==> config.mk <==
export PLATFORM = sky130hd
export DESIGN_NAME = graphics_compositor
export DESIGN_NICKNAME = d
export VERILOG_FILES = /design/src/rtl/graphics_pkg.sv /design/src/rtl/vga_timing.sv /design/src/rtl/graphics_compositor.sv
export SDC_FILE = /design/constraint.sdc
export NUM_CORES = 1
export LEC_CHECK = 0
export BUFFER_PORTS_ARGS = -buffer_cell sky130_fd_sc_hd__clkbuf_2
export CAP_MARGIN = 20
export CORE_MARGIN = 1
export CORE_UTILIZATION = 49
export DETAILED_ROUTE_END_ITERATION = 6
export GPL_TIMING_DRIVEN = 1
export PLACE_DENSITY = 0.83
export SLEW_MARGIN = 20
export SYNTH_ARGS = -nofsm -noshare
export SYNTH_HDL_FRONTEND = slang
export SYNTH_SLANG_ARGS = --single-unit
==> constraint.sdc <==
create_clock -name clk -period 3.35 [get_ports clk]
set_input_delay 0.1675 -clock clk [delete_from_list [all_inputs] [get_ports clk]]
set_output_delay 0.1675 -clock clk [all_outputs]
set_load 0.01 [all_outputs]
==> src/rtl/graphics_pkg.sv <==
// Shared constants and helpers for the graphics output stage: default 640x480
// timing, colour/palette widths and the default collision layer indices.
package graphics_pkg;

  localparam int POS_W = 10;
  localparam int RGB_W = 2;
  localparam int PAL_W = 3 * RGB_W;

  localparam int DEF_H_ACTIVE = 640;
  localparam int DEF_H_FP     = 16;
  localparam int DEF_H_SYNC   = 96;
  localparam int DEF_H_BP     = 48;
  localparam int DEF_V_ACTIVE = 480;
  localparam int DEF_V_FP     = 10;
  localparam int DEF_V_SYNC   = 2;
  localparam int DEF_V_BP     = 33;

  localparam int DEF_NUM_LAYERS   = 4;
  localparam int DEF_OBST_LAYER   = 0;
  localparam int DEF_PLAYER_LAYER = 1;

  function automatic int h_total(input int active, input int fp, input int sync, input int bp);
    return active + fp + sync + bp;
  endfunction

  function automatic int v_total(input int active, input int fp, input int sync, input int bp);
    return active + fp + sync + bp;
  endfunction

endpackage

==> src/rtl/vga_timing.sv <==
// Free-running pixel/line counters with raw (unregistered) syncs, active-area
// flag and the start-of-frame tick.
module vga_timing
  import graphics_pkg::*;
#(
  parameter int H_ACTIVE = DEF_H_ACTIVE,
  parameter int H_FP     = DEF_H_FP,
  parameter int H_SYNC   = DEF_H_SYNC,
  parameter int H_BP     = DEF_H_BP,
  parameter int V_ACTIVE = DEF_V_ACTIVE,
  parameter int V_FP     = DEF_V_FP,
  parameter int V_SYNC   = DEF_V_SYNC,
  parameter int V_BP     = DEF_V_BP
) (
  input  logic             clk,
  input  logic             rst,
  output logic [POS_W-1:0] hpos,
  output logic [POS_W-1:0] vpos,
  output logic             hsync,
  output logic             vsync,
  output logic             display_on,
  output logic             tick_frame
);

  localparam logic [POS_W-1:0] H_LAST    = POS_W'(h_total(H_ACTIVE, H_FP, H_SYNC, H_BP) - 1);
  localparam logic [POS_W-1:0] V_LAST    = POS_W'(v_total(V_ACTIVE, V_FP, V_SYNC, V_BP) - 1);
  localparam logic [POS_W-1:0] H_SS      = POS_W'(H_ACTIVE + H_FP);
  localparam logic [POS_W-1:0] H_SE      = POS_W'(H_ACTIVE + H_FP + H_SYNC);
  localparam logic [POS_W-1:0] V_SS      = POS_W'(V_ACTIVE + V_FP);
  localparam logic [POS_W-1:0] V_SE      = POS_W'(V_ACTIVE + V_FP + V_SYNC);
  localparam logic [POS_W-1:0] H_VISIBLE = POS_W'(H_ACTIVE);
  localparam logic [POS_W-1:0] V_VISIBLE = POS_W'(V_ACTIVE);

  logic [POS_W-1:0] hpos_r;
  logic [POS_W-1:0] vpos_r;

  // Pixel and line counters; vpos steps when hpos wraps
  always_ff @(posedge clk or posedge rst) begin
    if (rst) begin
      hpos_r <= '0;
      vpos_r <= '0;
    end else if (hpos_r == H_LAST) begin
      hpos_r <= '0;
      vpos_r <= (vpos_r == V_LAST) ? '0 : vpos_r + POS_W'(1);
    end else begin
      hpos_r <= hpos_r + POS_W'(1);
    end
  end

  // Raw active-low syncs, active area and frame tick decoded from the counters
  always_comb begin
    hpos       = hpos_r;
    vpos       = vpos_r;
    hsync      = !((hpos_r >= H_SS) && (hpos_r < H_SE));
    vsync      = !((vpos_r >= V_SS) && (vpos_r < V_SE));
    display_on = (hpos_r < H_VISIBLE) && (vpos_r < V_VISIBLE);
    tick_frame = (hpos_r == '0) && (vpos_r == '0);
  end

endmodule

==> src/rtl/graphics_compositor.sv <==
// VGA output stage: priority compositor over NUM_LAYERS palette layers, with
// sync/blank aligned to RGB, per-pixel and per-frame collision, and game ticks.
module graphics_compositor
  import graphics_pkg::*;
#(
  parameter int H_ACTIVE     = DEF_H_ACTIVE,
  parameter int H_FP         = DEF_H_FP,
  parameter int H_SYNC       = DEF_H_SYNC,
  parameter int H_BP         = DEF_H_BP,
  parameter int V_ACTIVE     = DEF_V_ACTIVE,
  parameter int V_FP         = DEF_V_FP,
  parameter int V_SYNC       = DEF_V_SYNC,
  parameter int V_BP         = DEF_V_BP,
  parameter int NUM_LAYERS   = DEF_NUM_LAYERS,
  parameter int CONV         = 0,
  parameter int TICK_DIV     = 3,
  parameter int OBST_LAYER   = DEF_OBST_LAYER,
  parameter int PLAYER_LAYER = DEF_PLAYER_LAYER,
  parameter int FRAME_W      = 8
) (
  input  logic                        clk,
  input  logic                        rst,
  input  logic [NUM_LAYERS-1:0]       i_layer,
  input  logic [PAL_W*NUM_LAYERS-1:0] i_palette,
  output logic                        o_hsync,
  output logic                        o_vsync,
  output logic [RGB_W-1:0]            o_red,
  output logic [RGB_W-1:0]            o_green,
  output logic [RGB_W-1:0]            o_blue,
  output logic                        o_display_on,
  output logic [POS_W-1-CONV:0]       o_hpos,
  output logic [POS_W-1-CONV:0]       o_vpos,
  output logic                        o_tick_frame,
  output logic                        o_tick_slow,
  output logic                        o_tick_slow_r,
  output logic                        o_collision,
  output logic                        o_collision_prev,
  output logic [FRAME_W-1:0]          o_frame_count
);

  localparam int DIV_W = (TICK_DIV > 1) ? $clog2(TICK_DIV) : 1;
  localparam logic [DIV_W-1:0] DIV_LAST = DIV_W'(TICK_DIV - 1);

  if (TICK_DIV < 1) begin : g_bad_tick_div
    $error("graphics_compositor: TICK_DIV must be at least 1");
  end
  if (NUM_LAYERS < 2) begin : g_bad_num_layers
    $error("graphics_compositor: NUM_LAYERS must be at least 2");
  end
  if (OBST_LAYER == PLAYER_LAYER) begin : g_bad_layers
    $error("graphics_compositor: OBST_LAYER and PLAYER_LAYER must differ");
  end

  logic [POS_W-1:0]   hpos_s;
  logic [POS_W-1:0]   vpos_s;
  logic               hsync_s;
  logic               vsync_s;
  logic               display_on_s;
  logic               tick_frame_s;
  logic               tick_slow_s;
  logic               collision_s;
  logic [PAL_W-1:0]   colour_s;
  logic               latch_r;
  logic [DIV_W-1:0]   div_r;
  logic [FRAME_W-1:0] frame_count_r;

  vga_timing #(
    .H_ACTIVE(H_ACTIVE), .H_FP(H_FP), .H_SYNC(H_SYNC), .H_BP(H_BP),
    .V_ACTIVE(V_ACTIVE), .V_FP(V_FP), .V_SYNC(V_SYNC), .V_BP(V_BP)
  ) u_timing (
    .clk        (clk),
    .rst        (rst),
    .hpos       (hpos_s),
    .vpos       (vpos_s),
    .hsync      (hsync_s),
    .vsync      (vsync_s),
    .display_on (display_on_s),
    .tick_frame (tick_frame_s)
  );

  // Scan from the lowest priority upward so the lowest set index wins; blank outside the active area
  always_comb begin
    colour_s = '0;
    for (int k = NUM_LAYERS - 1; k >= 0; k--) begin
      colour_s = i_layer[k] ? i_palette[PAL_W*k +: PAL_W] : colour_s;
    end
    colour_s    = display_on_s ? colour_s : '0;
    collision_s = display_on_s && i_layer[OBST_LAYER] && i_layer[PLAYER_LAYER];
    tick_slow_s = tick_frame_s && (div_r == DIV_LAST);
  end

  assign o_hpos        = hpos_s[POS_W-1:CONV];
  assign o_vpos        = vpos_s[POS_W-1:CONV];
  assign o_tick_frame  = tick_frame_s;
  assign o_tick_slow   = tick_slow_s;
  assign o_frame_count = frame_count_r;

  // Output stage: video and collision describe the pixel sampled on this edge
  always_ff @(posedge clk or posedge rst) begin
    if (rst) begin
      o_hsync                    <= 1'b1;
      o_vsync                    <= 1'b1;
      o_display_on               <= 1'b0;
      {o_red, o_green, o_blue}   <= '0;
      o_collision                <= 1'b0;
      o_tick_slow_r              <= 1'b0;
    end else begin
      o_hsync                    <= hsync_s;
      o_vsync                    <= vsync_s;
      o_display_on               <= display_on_s;
      {o_red, o_green, o_blue}   <= colour_s;
      o_collision                <= collision_s;
      o_tick_slow_r              <= tick_slow_s;
    end
  end

  // Per-frame collision latch; the frame tick hands the finished frame to o_collision_prev
  always_ff @(posedge clk or posedge rst) begin
    if (rst) begin
      latch_r          <= 1'b0;
      o_collision_prev <= 1'b0;
    end else if (tick_frame_s) begin
      latch_r          <= collision_s;
      o_collision_prev <= latch_r;
    end else begin
      latch_r          <= latch_r | collision_s;
    end
  end

  // Slow-tick divider and frame counter, both stepped by the frame tick
  always_ff @(posedge clk or posedge rst) begin
    if (rst) begin
      div_r         <= '0;
      frame_count_r <= '0;
    end else if (tick_frame_s) begin
      div_r         <= (div_r == DIV_LAST) ? '0 : div_r + DIV_W'(1);
      frame_count_r <= frame_count_r + FRAME_W'(1);
    end else begin
      div_r         <= div_r;
      frame_count_r <= frame_count_r;
    end
  end

endmodule

# Yosys cells after proc, flatten, opt, wreduce, memory -nomap -nowiden
# Index checks and enable logic that the tools add are counted.
classes:
  addsub: 4
  magnitude_cmp: 6
  eq_ne: 3
  n_mux: 9
  n_bitwise: 1
  reduce_logical: 11
op_table:
  columns: ["operator", "n"]
  rows:
  - ["$mux W6", 5]
  - ["$add A10 B1 Y10 const B", 2]
  - ["$eq A10 B10 Y1 const B", 2]
  - ["$logic_not A10 Y1", 2]
  - ["$lt A10 B10 Y1 const B", 2]
  - ["$lt A10 B9 Y1 const B", 2]
  - ["$mux W10", 2]
  - ["$ge A10 B10 Y1 const B", 1]
  - ["$ge A10 B9 Y1 const B", 1]
  - ["$add A8 B1 Y8 const B", 1]
  - ["$logic_and A1 B1 Y1", 7]
  - ["$add A2 B1 Y2 const B", 1]
  - ["$eq A2 B2 Y1 const B", 1]
  - ["$logic_not A1 Y1", 2]
  - ["$mux W2", 1]
  - ["$mux W1", 1]
  - ["$or A1 B1 Y1", 1]
totals:
  register_bits: 43
  input_bits: 30
  output_inout_bits: 42

# Logic depth before layout (Yosys ltp)
depth:
  depth_word: 6
  depth_mapped: 7
  mapped_depth_nobuf: 6

# Cells and area by module
# Synthesis repeated with hierarchy kept, for this count alone.
hier_totals:
  cells_unflattened: 195
  hier_area_um2: 2062.0
by_module_without_submodules:
  columns: ["mod", "instances", "cells_per_inst", "area_each_um2", "seq_area_each_um2"]
  rows:
  - ["vga_timing", 1, 114, 1114.8, 500.5]
  - ["graphics_compositor", 1, 81, 947.2, 578.1]

# Worst setup path before layout
# Ideal clock, no wire load.
synth_path:
  path_type: "reg-to-reg"
  startpoint: "reg u_timing.hpos_r[5], in the netlist u_timing.hpos[5]"
  endpoint: "reg u_timing.vpos_r[9], in the netlist u_timing.vpos[9]"
  setup_ps: 77
  arrival_ps: 2144
  t_required_ps: 3273
  slack_ps: 1128
  path_stages_with_launch: 6
  n_path_buf: 1
  synth_period_minus_slack_ps: 2222
  path_cell_list: "dfrtp_1 -> or4b_4 -> or3_1 -> buf_2 -> or4_1 -> a21oi_1"
synth_via:
  elab_chain_len: 1
synth_lines:
  columns: ["item", "line", "text"]
  rows:
  - ["from (decl)", "vga_timing.sv:34", "logic [POS_W-1:0] hpos_r;"]
  - ["from (signal assigned)", "vga_timing.sv:46", "hpos_r <= hpos_r + POS_W'(1);"]
  - ["$eq A10 B10 Y1", "vga_timing.sv:42", "end else if (hpos_r == H_LAST) begin"]
  - ["to (signal assigned)", "vga_timing.sv:44", "vpos_r <= (vpos_r == V_LAST) ? '0 : vpos_r + POS_W'(1);"]
  - ["to (decl)", "vga_timing.sv:35", "logic [POS_W-1:0] vpos_r;"]
# No other way between the ends.
# A chain may end at the register's enable or synchronous reset.

# Worst setup path after layout
layout_path:
  startpoint: "reg u_timing.hpos_r[0], in the netlist u_timing.hpos[0]"
  endpoint: "out o_tick_slow"
layout_via:
  elab_chain_len: 3
layout_lines:
  columns: ["item", "line", "text"]
  rows:
  - ["$logic_not A10 Y1", "vga_timing.sv:57", "tick_frame = (hpos_r == '0) && (vpos_r == '0);"]
  - ["$logic_and A1 B1 Y1", "vga_timing.sv:57", null]
  - ["$logic_and A1 B1 Y1", "graphics_compositor.sv:89", "tick_slow_s = tick_frame_s && (div_r == DIV_LAST);"]
  - ["to (decl)", "graphics_compositor.sv:34", "output logic o_tick_slow,"]
# No other way between the ends.

==> flow_metrics.py <==
metrics = {
    "floorplanning": {
        "fp-row-count": 23,
        "die_h_um": 67.3,
        "die_area_um2": 4530,
        "ioPinCount": 72,
        "die_w_um": 67.3,
        "core_um2": 4060,
        "initial_core_util": 0.515,
    },
    "timing": {
        "finalHoldViolations": 0,
        "skew_ns": 0.0118,
        "tightest_slew_ns": 0.683,
        "post-route-period-util": 0.778,
        "setup_tns_ns": 0,
        "fin_crit_ns": 2.61,
        "final-max-slew-violation-count": 0,
        "setup_violations": 0,
        "rsz0062_at_grt": "false",
        "relSlewSlack": 0.540,
        "fmax_mhz": 384,
    },
    "synth": {
        "synth-async-reset-ratio": 1.00,
        "netlist_instances": 212,
        "synth.area.top_cells": "dfrtp_1, xor2_1, nand3_1",
        "synth.distinct_cells": 36,
        "synth_largest_area_cell": "dfrtp_1",
        "syn_area_um2": 2090,
        "synth_seq_area_share": 0.516,
        "yosysWarnings": 0,
        "syn_area_per_cell_um2": 9.86,
        "synth-seq-cells": 43,
        "syn-num-nets": 247,
        "yosysTopAreaCellShare": 0.491,
        "synth_edf_count": 0,
        "synth_flop_cell": "dfrtp_1",
    },
    "pwr": {
        "p_sw_frac": 0.204,
        "p_leak_nw": 1.36,
        "combPwrFrac": 0.059,
        "seq_power_share": 0.494,
        "internal_power_mw": 0.851,
        "clock_power_share": 0.448,
        "powerDensity_nw_per_um2": 403,
        "peakVddDrop_uv": 276,
        "switchingPower_mw": 0.217,
    },
    "global_route": {
        "gr-usage-all-layers": 0.226,
        "grt_antenna_before_repair": 0,
        "grt_pass1_wl_um": 7450,
        "grt_max_degree": 44,
        "overflow": 0,
        "grt_pass1_vias": 1676,
    },
    "route": {
        "drt-vias-per-instance": 5.46,
        "remaining_drc_errors": 0,
        "detail-route-antenna-nets": 0,
        "wirelength_um": 4580,
        "first_iter_violations": 182,
        "routedWlPerCell_um": 13.5,
        "drtPass1Iterations": 4,
        "via_count": 1857,
    },
    "clock_network": {
        "numCtsBuffers": 5,
        "cts-htree-levels": 2,
        "cts_sinks": 43,
        "clk_latency_ns": 0.31,
        "cts_buffer_depth": 2,
        "cts_tree": "built",
        "clockRootBuffer": "clkbuf_8",
        "clk_pin_slew_ns": 0.09,
    },
    "final_layout": {
        "finish.net_count": 324,
        "layout_commonest_cell": "clkbuf_2",
        "diodes": 0,
        "drive_gt1_frac": 0.297,
        "mostFrequentLayoutCells": "clkbuf_2, dfrtp_1, inv_1, nand3_1, nand2_1",
        "final_core_util": 0.654,
        "area_delta_synth_final_pct": 26.9,
    },
    "min_path": {
        "hold_class": "primary input to flop",
    },
    "critical_path": {
        "cp.arrival_ns": 2.44,
        "start_kind": "flop",
        "worst_setup_path_end_kind": "output pin",
        "worstPathRequired_ns": 3.18,
        "worst-path-max-fanout": 6,
        "path_class": "flop to output pin",
    },
    "status": {
        "outcome": "completed",
    },
    "place": {
        "gp_congestion": 0.796,
        "port_buffers": 71,
        "dp_hpwl_um": 3320,
    },
    "run": {
        "drv_cap": 0,
    },
}
[sequential cells by signal, indices dropped and copies added (netlist names)]
signal,count
div_r,2
latch_r,1
o_blue,2
o_collision,1
o_collision_prev,1
o_display_on,1
o_frame_count,8
o_green,2
o_hsync,1
o_red,2
o_tick_slow_r,1
o_vsync,1
u_timing.hpos,10
u_timing.vpos,10
[cell type report]
cell class	instances	area (µm²)
clock buffers	5	68.8
multi-input cells	147	927
inverters	18	67.6
fillers	327	1410
clock inverters	3	67.6
repair buffers	74	380
flip-flops and latches	43	1080
well taps	50	62.6
[cell families (layout without fill, tap and decap cells)]
| family | count (synthesis) | after routing | synth area share |
|---|---|---|---|
| flops | 43 | 43 | 0.516 |
| xor+xnor | 17 | 17 | 0.0713 |
| buf+inv | 22 | 100 | 0.0401 |
| fa+ha+maj | 5 | 5 | 0.0299 |
| compound gates | 37 | 37 | 0.116 |
| mux | 2 | 2 | 0.0102 |
| simple gates | 86 | 86 | 0.216 |
[path summary, 6_finish.rpt]
kind | cells after the start | slack, ns | start | endpoint
setup / recovery | 6 | 0.74 | u_timing.hpos[0] | o_tick_slow
hold / removal | 3 | 0.08 | i_palette[0] | o_blue[0]
setup reg to reg | 4 | 1.04 | u_timing.hpos[5] | u_timing.vpos[9]
hold reg to reg | 1 | 0.47 | o_frame_count[7] | o_frame_count[7]
max in group asynchronous | 4 | 2.45 | rst | o_vsync
min in group asynchronous | 4 | 0.53 | rst | o_blue[0]
[Yosys cell counts, drive strengths merged (3+ instances only)]
cell type,instances
nor2,14
nor4,7
ha,5
xor2,12
dfrtp,41
xnor2,5
a221oi,5
inv,18
nor3,5
or3,4
a211o,5
nand4,8
clkbuf,3
a21oi,9
and3,3
o21ai,10
nand2,16
nand3,17
nor2b,4
[worst max-delay path, cell delays in order (launching register included)]
cell and delay [ns]:
dfrtp_1 0.44, inv_1 0.08, ha_1 0.16, or4b_2 0.60
or3_1 0.40, nor3b_1 0.27, clkbuf_2 0.18
[per-stage QoR]
stage,hold slack (ns),area (µm²),cells,power (mW),setup slack [ns]
final,0.0832,2650,340,1.07,0.744
after global routing,0.0936,2650,340,1.11,0.606
after global placement,0.314,2510,331,0.599,1.13
after CTS,0.0739,2650,340,1.08,0.745
after detailed placement,0.314,2510,331,0.600,1.10
after floorplan,0.311,2090,212,0.568,1.13
[what timing repair did]
item,4_1_cts,5_1_grt
hold buffers,1,0
setup buffers,0,0
endpoints found under the hold margin,41,0
setup endpoints to repair,0,0
gates resized for setup,0,0
[power by group through the flow]
stage | clock [mW] | combinational [mW] | sequential [mW]
floorplan | 0 | 0.0262 | 0.542
global placement | 0 | 0.0610 | 0.538
detailed placement | 0 | 0.0622 | 0.538
CTS | 0.487 | 0.0632 | 0.528
global route | 0.509 | 0.0710 | 0.528
finish | 0.478 | 0.0627 | 0.527
[per-layer routing]
| metal | share of wire | global-route usage | up-vias | wire (µm) |
|---|---|---|---|---|
| li1 | - | - | 904 | - |
| met1 | 0.44 | 0.292 | 876 | 2030 |
| met2 | 0.47 | 0.344 | 64 | 2160 |
| met3 | 0.054 | 0.0422 | 13 | 249 |
| met4 | 0.029 | 0.146 | 0 | 133 |
| met5 | 0 | 0 | - | 0 |
Note: power is estimated with default switching activity, not from simulation.
